$ cat config.mk
export PLATFORM = sky130hd
export DESIGN_NAME = wb_arbiter_flat
export DESIGN_NICKNAME = d
export VERILOG_FILES = /design/src/rtl/wb_pkg.sv /design/src/rtl/wb_arbiter_if.sv /design/src/rtl/wb_fifo.sv /design/src/rtl/wb_arbiter.sv /design/src/flat_wrapper.sv
export SDC_FILE = /design/constraint.sdc
export NUM_CORES = 1
export LEC_CHECK = 0
export CORE_MARGIN = 4
export CORE_UTILIZATION = 50
export CTS_BUF_LIST = sky130_fd_sc_hd__clkbuf_4 sky130_fd_sc_hd__clkbuf_8
export DETAILED_ROUTE_END_ITERATION = 8
export DONT_BUFFER_PORTS = 1
export GPL_TIMING_DRIVEN = 0
export PLACE_DENSITY = 0.7
export SKIP_CTS_REPAIR_TIMING = 1
export SLEW_MARGIN = 0
export SYNTH_ARGS = -nofsm -noshare
export SYNTH_HDL_FRONTEND = slang
export SYNTH_HIERARCHICAL = 1
export SYNTH_SLANG_ARGS = --single-unit
$ cat constraint.sdc
create_clock -name clk -period 3.4 [get_ports clk]
set_input_delay 0.68 -clock clk [delete_from_list [all_inputs] [get_ports clk]]
set_output_delay 0.68 -clock clk [all_outputs]
set_load 0.1 [all_outputs]
$ cat src/rtl/wb_pkg.sv
// wb_pkg: shared widths, FIFO entry type and grant encoding for the write-back arbiter
package wb_pkg;
  localparam int REG_AW = 3;
  localparam int DATA_W = 32;
  localparam int NREGS  = 8;
  localparam int CNT_W  = 3;
  typedef struct packed {
    logic [REG_AW-1:0] addr;
    logic [DATA_W-1:0] data;
  } entry_t;
  typedef enum logic {GNT_A = 1'b0, GNT_B = 1'b1} port_e;
endpackage

$ cat src/rtl/wb_arbiter_if.sv
// wb_arbiter_if: two write-request ports plus register-file write and pending status
interface wb_arbiter_if;
  import wb_pkg::*;
  logic              a_valid;
  logic              a_ready;
  logic [REG_AW-1:0] a_addr;
  logic [DATA_W-1:0] a_data;
  logic              b_valid;
  logic              b_ready;
  logic [REG_AW-1:0] b_addr;
  logic [DATA_W-1:0] b_data;
  logic              we;
  logic [REG_AW-1:0] wa;
  logic [DATA_W-1:0] wd;
  logic [NREGS-1:0]  pending;
  modport slave (
    input  a_valid, a_addr, a_data, b_valid, b_addr, b_data,
    output a_ready, b_ready, we, wa, wd, pending
  );
  modport master (
    output a_valid, a_addr, a_data, b_valid, b_addr, b_data,
    input  a_ready, b_ready, we, wa, wd, pending
  );
endinterface

$ cat src/rtl/wb_fifo.sv
// wb_fifo: synchronous FIFO of write entries; push is ignored when full, pop when empty
module wb_fifo
  import wb_pkg::*;
#(
  parameter int DEPTH = 2
) (
  input  logic   clk,
  input  logic   n_rst,
  input  logic   i_push,
  input  entry_t i_din,
  input  logic   i_pop,
  output entry_t o_dout,
  output logic   o_full,
  output logic   o_empty
);
  localparam int AW = $clog2(DEPTH);
  entry_t        r_mem [DEPTH];
  logic [AW-1:0] r_wptr;
  logic [AW-1:0] r_rptr;
  logic [AW:0]   r_count;
  logic          w_push;
  logic          w_pop;
  assign w_push  = i_push & ~o_full;
  assign w_pop   = i_pop & ~o_empty;
  assign o_full  = r_count == (AW+1)'(DEPTH);
  assign o_empty = r_count == '0;
  assign o_dout  = r_mem[r_rptr];
  // storage needs no reset: occupancy is tracked by the pointers
  always_ff @(posedge clk) begin
    if (w_push) r_mem[r_wptr] <= i_din;
  end
  // pointers and occupancy; power-of-two depth lets pointers wrap naturally
  always_ff @(posedge clk or negedge n_rst) begin
    if (!n_rst) begin
      r_wptr  <= '0;
      r_rptr  <= '0;
      r_count <= '0;
    end else begin
      if (w_push) r_wptr <= r_wptr + 1'b1;
      if (w_pop) r_rptr <= r_rptr + 1'b1;
      r_count <= r_count + (AW+1)'(w_push) - (AW+1)'(w_pop);
    end
  end
endmodule

$ cat src/rtl/wb_arbiter.sv
// wb_arbiter: round-robin merge of two FIFO-buffered write ports into one register-file write port
module wb_arbiter
  import wb_pkg::*;
#(
  parameter int DEPTH = 2
) (
  input logic         clk,
  input logic         n_rst,
  wb_arbiter_if.slave bus
);
  entry_t            w_a_in;
  entry_t            w_b_in;
  entry_t            w_a_out;
  entry_t            w_b_out;
  entry_t            w_win;
  logic              w_a_full;
  logic              w_b_full;
  logic              w_a_empty;
  logic              w_b_empty;
  logic              w_a_push;
  logic              w_b_push;
  logic              w_gnt_a;
  logic              w_gnt_b;
  port_e             r_last;
  port_e             w_last_nxt;
  logic              r_we;
  logic [REG_AW-1:0] r_wa;
  logic [DATA_W-1:0] r_wd;
  logic [CNT_W-1:0]  r_cnt     [NREGS];
  logic [CNT_W-1:0]  w_cnt_nxt [NREGS];
  logic [NREGS-1:0]  w_pend;
  assign bus.a_ready = n_rst & ~w_a_full;
  assign bus.b_ready = n_rst & ~w_b_full;
  assign w_a_push    = bus.a_valid & bus.a_ready;
  assign w_b_push    = bus.b_valid & bus.b_ready;
  assign w_a_in      = '{addr: bus.a_addr, data: bus.a_data};
  assign w_b_in      = '{addr: bus.b_addr, data: bus.b_data};
  assign bus.we      = r_we;
  assign bus.wa      = r_wa;
  assign bus.wd      = r_wd;
  assign bus.pending = w_pend;
  wb_fifo #(.DEPTH(DEPTH)) u_fifo_a (
    .clk    (clk),
    .n_rst  (n_rst),
    .i_push (w_a_push),
    .i_din  (w_a_in),
    .i_pop  (w_gnt_a),
    .o_dout (w_a_out),
    .o_full (w_a_full),
    .o_empty(w_a_empty)
  );
  wb_fifo #(.DEPTH(DEPTH)) u_fifo_b (
    .clk    (clk),
    .n_rst  (n_rst),
    .i_push (w_b_push),
    .i_din  (w_b_in),
    .i_pop  (w_gnt_b),
    .o_dout (w_b_out),
    .o_full (w_b_full),
    .o_empty(w_b_empty)
  );
  // round-robin grant: on contention the port not granted last wins
  always_comb begin
    w_gnt_a    = ~w_a_empty & (w_b_empty | (r_last == GNT_B));
    w_gnt_b    = ~w_b_empty & ~w_gnt_a;
    w_last_nxt = w_gnt_a ? GNT_A : (w_gnt_b ? GNT_B : r_last);
    w_win      = w_gnt_a ? w_a_out : w_b_out;
  end
  // last-grant register; reset to B so A wins the first tie
  always_ff @(posedge clk or negedge n_rst) begin
    if (!n_rst) r_last <= GNT_B;
    else r_last <= w_last_nxt;
  end
  // registered write port: address/data hold when nothing is granted
  always_ff @(posedge clk or negedge n_rst) begin
    if (!n_rst) begin
      r_we <= 1'b0;
      r_wa <= '0;
      r_wd <= '0;
    end else begin
      r_we <= w_gnt_a | w_gnt_b;
      if (w_gnt_a | w_gnt_b) begin
        r_wa <= w_win.addr;
        r_wd <= w_win.data;
      end
    end
  end
  // outstanding counters: accepts add, the committing write subtracts
  always_comb begin
    for (int i = 0; i < NREGS; i++) begin
      w_cnt_nxt[i] = r_cnt[i]
                   + CNT_W'(w_a_push && (bus.a_addr == REG_AW'(i)))
                   + CNT_W'(w_b_push && (bus.b_addr == REG_AW'(i)))
                   - CNT_W'(r_we && (r_wa == REG_AW'(i)));
    end
  end
  // counter state
  always_ff @(posedge clk or negedge n_rst) begin
    if (!n_rst) begin
      for (int i = 0; i < NREGS; i++) r_cnt[i] <= '0;
    end else begin
      for (int i = 0; i < NREGS; i++) r_cnt[i] <= w_cnt_nxt[i];
    end
  end
  // a register is pending while its counter is non-zero
  always_comb begin
    w_pend = '0;
    for (int i = 0; i < NREGS; i++) w_pend[i] = r_cnt[i] != '0;
  end
endmodule

$ cat src/flat_wrapper.sv
// flat-port wrapper written by rule: the top's interface ports become plain ports
module wb_arbiter_flat import wb_pkg::*;
#(
  parameter int DEPTH = 2
)
  (clk, n_rst, bus_a_valid, bus_a_addr, bus_a_data, bus_b_valid, bus_b_addr, bus_b_data, bus_a_ready, bus_b_ready, bus_we, bus_wa, bus_wd, bus_pending);
  wb_arbiter_if bus_i ();
  input logic clk;
  input logic n_rst;
  input wire logic [$bits(bus_i.a_valid)-1:0] bus_a_valid;
  input wire logic [$bits(bus_i.a_addr)-1:0] bus_a_addr;
  input wire logic [$bits(bus_i.a_data)-1:0] bus_a_data;
  input wire logic [$bits(bus_i.b_valid)-1:0] bus_b_valid;
  input wire logic [$bits(bus_i.b_addr)-1:0] bus_b_addr;
  input wire logic [$bits(bus_i.b_data)-1:0] bus_b_data;
  output wire logic [$bits(bus_i.a_ready)-1:0] bus_a_ready;
  output wire logic [$bits(bus_i.b_ready)-1:0] bus_b_ready;
  output wire logic [$bits(bus_i.we)-1:0] bus_we;
  output wire logic [$bits(bus_i.wa)-1:0] bus_wa;
  output wire logic [$bits(bus_i.wd)-1:0] bus_wd;
  output wire logic [$bits(bus_i.pending)-1:0] bus_pending;
  assign bus_i.a_valid = bus_a_valid;
  assign bus_i.a_addr = bus_a_addr;
  assign bus_i.a_data = bus_a_data;
  assign bus_i.b_valid = bus_b_valid;
  assign bus_i.b_addr = bus_b_addr;
  assign bus_i.b_data = bus_b_data;
  assign bus_a_ready = bus_i.a_ready;
  assign bus_b_ready = bus_i.b_ready;
  assign bus_we = bus_i.we;
  assign bus_wa = bus_i.wa;
  assign bus_wd = bus_i.wd;
  assign bus_pending = bus_i.pending;
  wb_arbiter #(.DEPTH(DEPTH)) u_core (.clk(clk), .n_rst(n_rst), .bus(bus_i));
endmodule
* Word-level counts from Yosys, hierarchy flattened
Memory sizes are Yosys's and may differ from the RTL's.
Cells that the tools add are included.
** Storage, ports and cells
- Register bits :: 69
- RAM bits :: 140
- Bits of input ports :: 74
- Output and inout port bits :: 46
- Word-level logic and storage cells :: 137
- Memories kept :: 2
** Memory list
- u_core.u_fifo_a.r_mem :: words 2, bits a word 35, read ports 1, clocked after Yosys merged registers in 0, write ports 1, RTL line wb_fifo.sv:17 : entry_t r_mem [DEPTH];
- u_core.u_fifo_b.r_mem :: words 2, bits a word 35, read ports 1, clocked after Yosys merged registers in 0, write ports 1, RTL line wb_fifo.sv:17
** Operators by class
- $add $sub $neg :: 32
- Equality and inequality tests :: 23
- Multiplexer cells :: 7
- Bitwise logic cells :: 17
- Reduce and logical (&&, ||, !) cells :: 38
** Operators with widths (count)
- adder 3 x 1 -> 3 bit :: 16
- == test 3 bit (second input constant) :: 12
- two-way mux 35 bit :: 1
- logical AND 1 bit :: 24
- nonzero test 3 bit :: 8
- subtractor 3 x 1 -> 3 bit :: 8
- == test 3 x 2 -> 1 bit (second input constant) :: 6
- AND 1 bit :: 10
- == test 3 x 1 -> 1 bit (second input constant) :: 3
- zero test 3 bit :: 3
- two-way mux 1 bit :: 6
- inverter 1 bit :: 5
- adder 1 bit (second input constant) :: 4
- adder 2 x 1 -> 2 bit :: 2
- == test 2 bit (second input constant) :: 2
- zero test 2 bit :: 2
- subtractor 2 x 1 -> 2 bit :: 2
- OR 1 bit :: 2
- nonzero test 2 bit :: 1

* Depth between registers and ports, before layout
- Depth in word-level cells :: 8
- Mapped depth :: 13

* By module
The synthesis kept the hierarchy.
** Modules (own cells, without submodules)
- wb_fifo :: instances 2, cells each 127, area each 2876.5 µm², sequential area each 2202.1 µm²
- wb_arbiter :: instances 1, cells each 306, area each 3469.6 µm², sequential area each 1527.7 µm²

* Least setup slack after synthesis
Ideal clock, no wire load.
- Path kind :: input to register
- From :: in n_rst
- To :: mem u_core/u_fifo_b/r_mem[0][0] in the netlist's numbering, enable pin
- Setup time :: 0.427 ns
- Data arrival time :: 2.497 ns
- Required time :: 2.973 ns
- Slack :: 0.476 ns
- Cell stages on the path :: 3
- Buffers on the path :: 0
- Cell sequence :: and3b_1 nand2_1 nor2_1
** On the way
- Longest elaborated chain between the ends :: 5
** Ends and longest elaborated chain
- from (decl) :: RTL line flat_wrapper.sv:9 : input logic n_rst;
- AND 1 bit :: RTL line wb_arbiter.sv:33 : assign bus.b_ready = n_rst & ~w_b_full;
- AND 1 bit :: RTL line wb_arbiter.sv:35 : assign w_b_push = bus.b_valid & bus.b_ready;
- AND 1 bit :: RTL line wb_fifo.sv:23 : assign w_push = i_push & ~o_full;
- two-way mux 1 bit :: RTL line wb_fifo.sv:30 : if (w_push) r_mem[r_wptr] <= i_din;
- two-way mux 1 bit (not written as such) :: RTL line wb_fifo.sv:30
- to (decl) :: RTL line wb_fifo.sv:17
Every way passes these cells.

==> impl_metrics.tcl <==
set metrics [dict create \
    status "completed" \
    cp-end-kind "register" \
    met1_usage_pct 23.00 \
    antenna_cells 0 \
    viasPerCell 5.486 \
    synthDistinctLibCells 32 \
    synthTopCellsByCount "140 x edfxtp_1, 68 x dfrtp_1, 58 x mux2_4, 46 x nand2_1" \
    fill_cells 1364 \
    yosysWarnings 6 \
    timing.fmax_mhz 341.0 \
    fin_setup_tns_ps 0 \
    syn-num-nets 662 \
    clock_path_buffers 3 \
    grt_usage_pct 18.59 \
    grt_remaining_overflow 0 \
    post-route-period-util_pct 86.25 \
    nets 706 \
    finalSetupViolations 0 \
    crit_type "register to register" \
    grtUsageMet3_pct 6.156 \
    maxCapViolCount 0 \
    busiest_layer "met2" \
    stdcell_count 860 \
    cts_sinks 209 \
    ff_latch_area_mm2 0.005932 \
    synth_seq_cells 209 \
    hpwl_mm 12.56 \
    portBuffers 0 \
    drc 0 \
    multiInputGateArea_mm2 0.002945 \
    die_area_mm2 0.02068 \
    crit_arrival_ps 3360 \
    die_h_um 143.8 \
    synth_flop_cell "edfxtp_1" \
    insertion_delay_ps 520 \
    rsz0062_at_grt "false" \
    row_count 49 \
    synth_most_common_cell "edfxtp_1" \
    cts_inserted_buffers 36 \
    path_clk_slew_ps 60 \
    yosys.area.top_type_share_pct 45.58 \
    use_met2_pct 30.86 \
    syn_area_per_cell_um2 16.47 \
    cts-root-buf "clkbuf_8" \
    fin_skew_ps 19.07 \
    drt-pass1-iter-count 5 \
    synth_top_cell_by_area "edfxtp_1" \
    placed_cell_area_mm2 0.009612 \
    hold_viol_final 0 \
    io_pins 120 \
    cts_max_level 2 \
    cts_tree "done" \
    placed_cells 793 \
    worst-path-max-fanout 4 \
    ys_async_sr_fraction_pct 33.01 \
    drive_above_1_share_pct 26.31 \
    area_growth_pct 13.25 \
    fin_crit_ps 2932 \
    wl_per_cell_um 21.98 \
    antenna_left 0 \
    synth_cells 560 \
    antenna_found_initial 0 \
    synth.area.top_cells "edfxtp_1 46%, dfrtp_1 18%, mux2_4 9.4%" \
    netlist_area_mm2 0.009223 \
    grt_max_degree 74 \
    first_iter_violations 197 \
    start_util_pct 51.17 \
    reg2reg_depth 8 \
    start_kind "register" \
    synth_edf_count 140 \
    die_x_um 143.8 \
    max-slew-margin-rel_pct 24.78 \
    required_ps 3830 \
    core_mm2 0.01802 \
    final_area_mm2 0.01045 \
    grt_pass1_vias 5169 \
    hold_path_class "input pin to asynchronous set/reset pin" \
    vias 4718 \
    timing.final.max_slew_violations 0 \
    tightestPinTransition_ps 1123 \
    gp_congestion 0.8311 \
    finish.utilization_pct 57.95 \
    wl_mm 18.90 \
    yosysSeqAreaShare_pct 64.32 \
    grt_pass1_wl_mm 29.01 \
]
==> layout make-up <==
| type | instances | share of cell area (%) |
|---|---|---|
| multi-input combinational | 295 | 28.20 |
| buffer | 24 | 2.372 |
| clock inverter | 10 | 0.9703 |
| clock buffer | 55 | 6.648 |
| inverter | 32 | 1.150 |
| timing repair buffer | 6 | 1.126 |
| tap | 229 | 2.743 |
| sequential | 209 | 56.79 |
==> final timing paths <==
path | endpoint | start | slack [ps]
worst max-delay path | u_core/r_cnt[11] | u_core/bus.wa[2] | 470
worst max register to register | u_core/r_cnt[11] | u_core/bus.wa[2] | 470
max in group asynchronous | u_core/r_last | n_rst | 2750
worst min register to register | u_core/r_cnt[5] | u_core/r_cnt[5] | 470
worst min-delay path | u_core/bus.wa[0] | n_rst | 60
min in group clk | u_core/u_fifo_b/r_mem[1][32] | bus_b_addr[0] | 250
==> sequential cells by signal (all words and copies together) (netlist names) <==
register                 count
u_core/bus.wa                3
u_core/r_cnt                24
u_core/r_last                1
u_core/u_fifo_a/r_mem       70
u_core/u_fifo_a/r_rptr       1
u_core/u_fifo_a/r_count      2
u_core/u_fifo_b/r_count      2
u_core/u_fifo_b/r_rptr       1
u_core/u_fifo_a/r_wptr       1
u_core/u_fifo_b/r_wptr       1
u_core/bus.we                1
u_core/u_fifo_b/r_mem       70
u_core/bus.wd               32
==> logic make-up after synthesis <==
kind of cell	share of synthesized area, %
AOI/OAI and AO/OA	4.355
xor gates and xnor gates	2.279
adders and majority gates	5.101
buffers and inverters	3.989
DFF	64.32
muxes	14.71
and+or+nand+nor	5.250
==> per-layer routing <==
metal	part of all wire, %	wire length (um)
met2	51	9658
met1	38	7224
met3	8.1	1536
met4	2.5	480
met5	0	0
==> critical path, cell delays in order, from the launching register on <==
cell and delay [ps]:
dfrtp_1 990, nand2_1 260, nor3_1 210, ha_1 180, inv_1 50, fa_1 400
fa_1 380, xor2_1 190, xnor2_1 160
==> layout by cell type, fill, tap and decap left out, types with 4 or more instances in the layout <==
master	Yosys	final
buf_12	6	10
buf_4	5	5
buf_6	5	5
clkbuf_1	5	5
clkbuf_4	0	10
clkbuf_8	0	45
dfrtp_1	68	68
edfxtp_1	140	140
fa_1	16	16
ha_1	12	12
inv_1	31	31
mux2_2	12	12
mux2_4	58	58
mux2i_1	35	35
nand2_1	46	46
nand2b_1	10	10
nor2_1	18	16
nor2b_2	2	4
nor3_1	4	4
o221a_1	35	35
or3_1	8	8
xnor2_1	16	16
xor2_1	8	8
==> per-stage QoR <==
step                      setup slack, ps  hold slack (ps)
final                               467.7            59.13
after global placement             -890.2            386.7
after CTS                           449.1           -181.8
after global routing                284.3            54.00
after floorplan                     475.5            384.4
after detailed placement            470.6            386.6
Power is left out: the tool's default activity adds up to more than one toggle a clock period on the data nets, which glitch-free logic cannot reach.
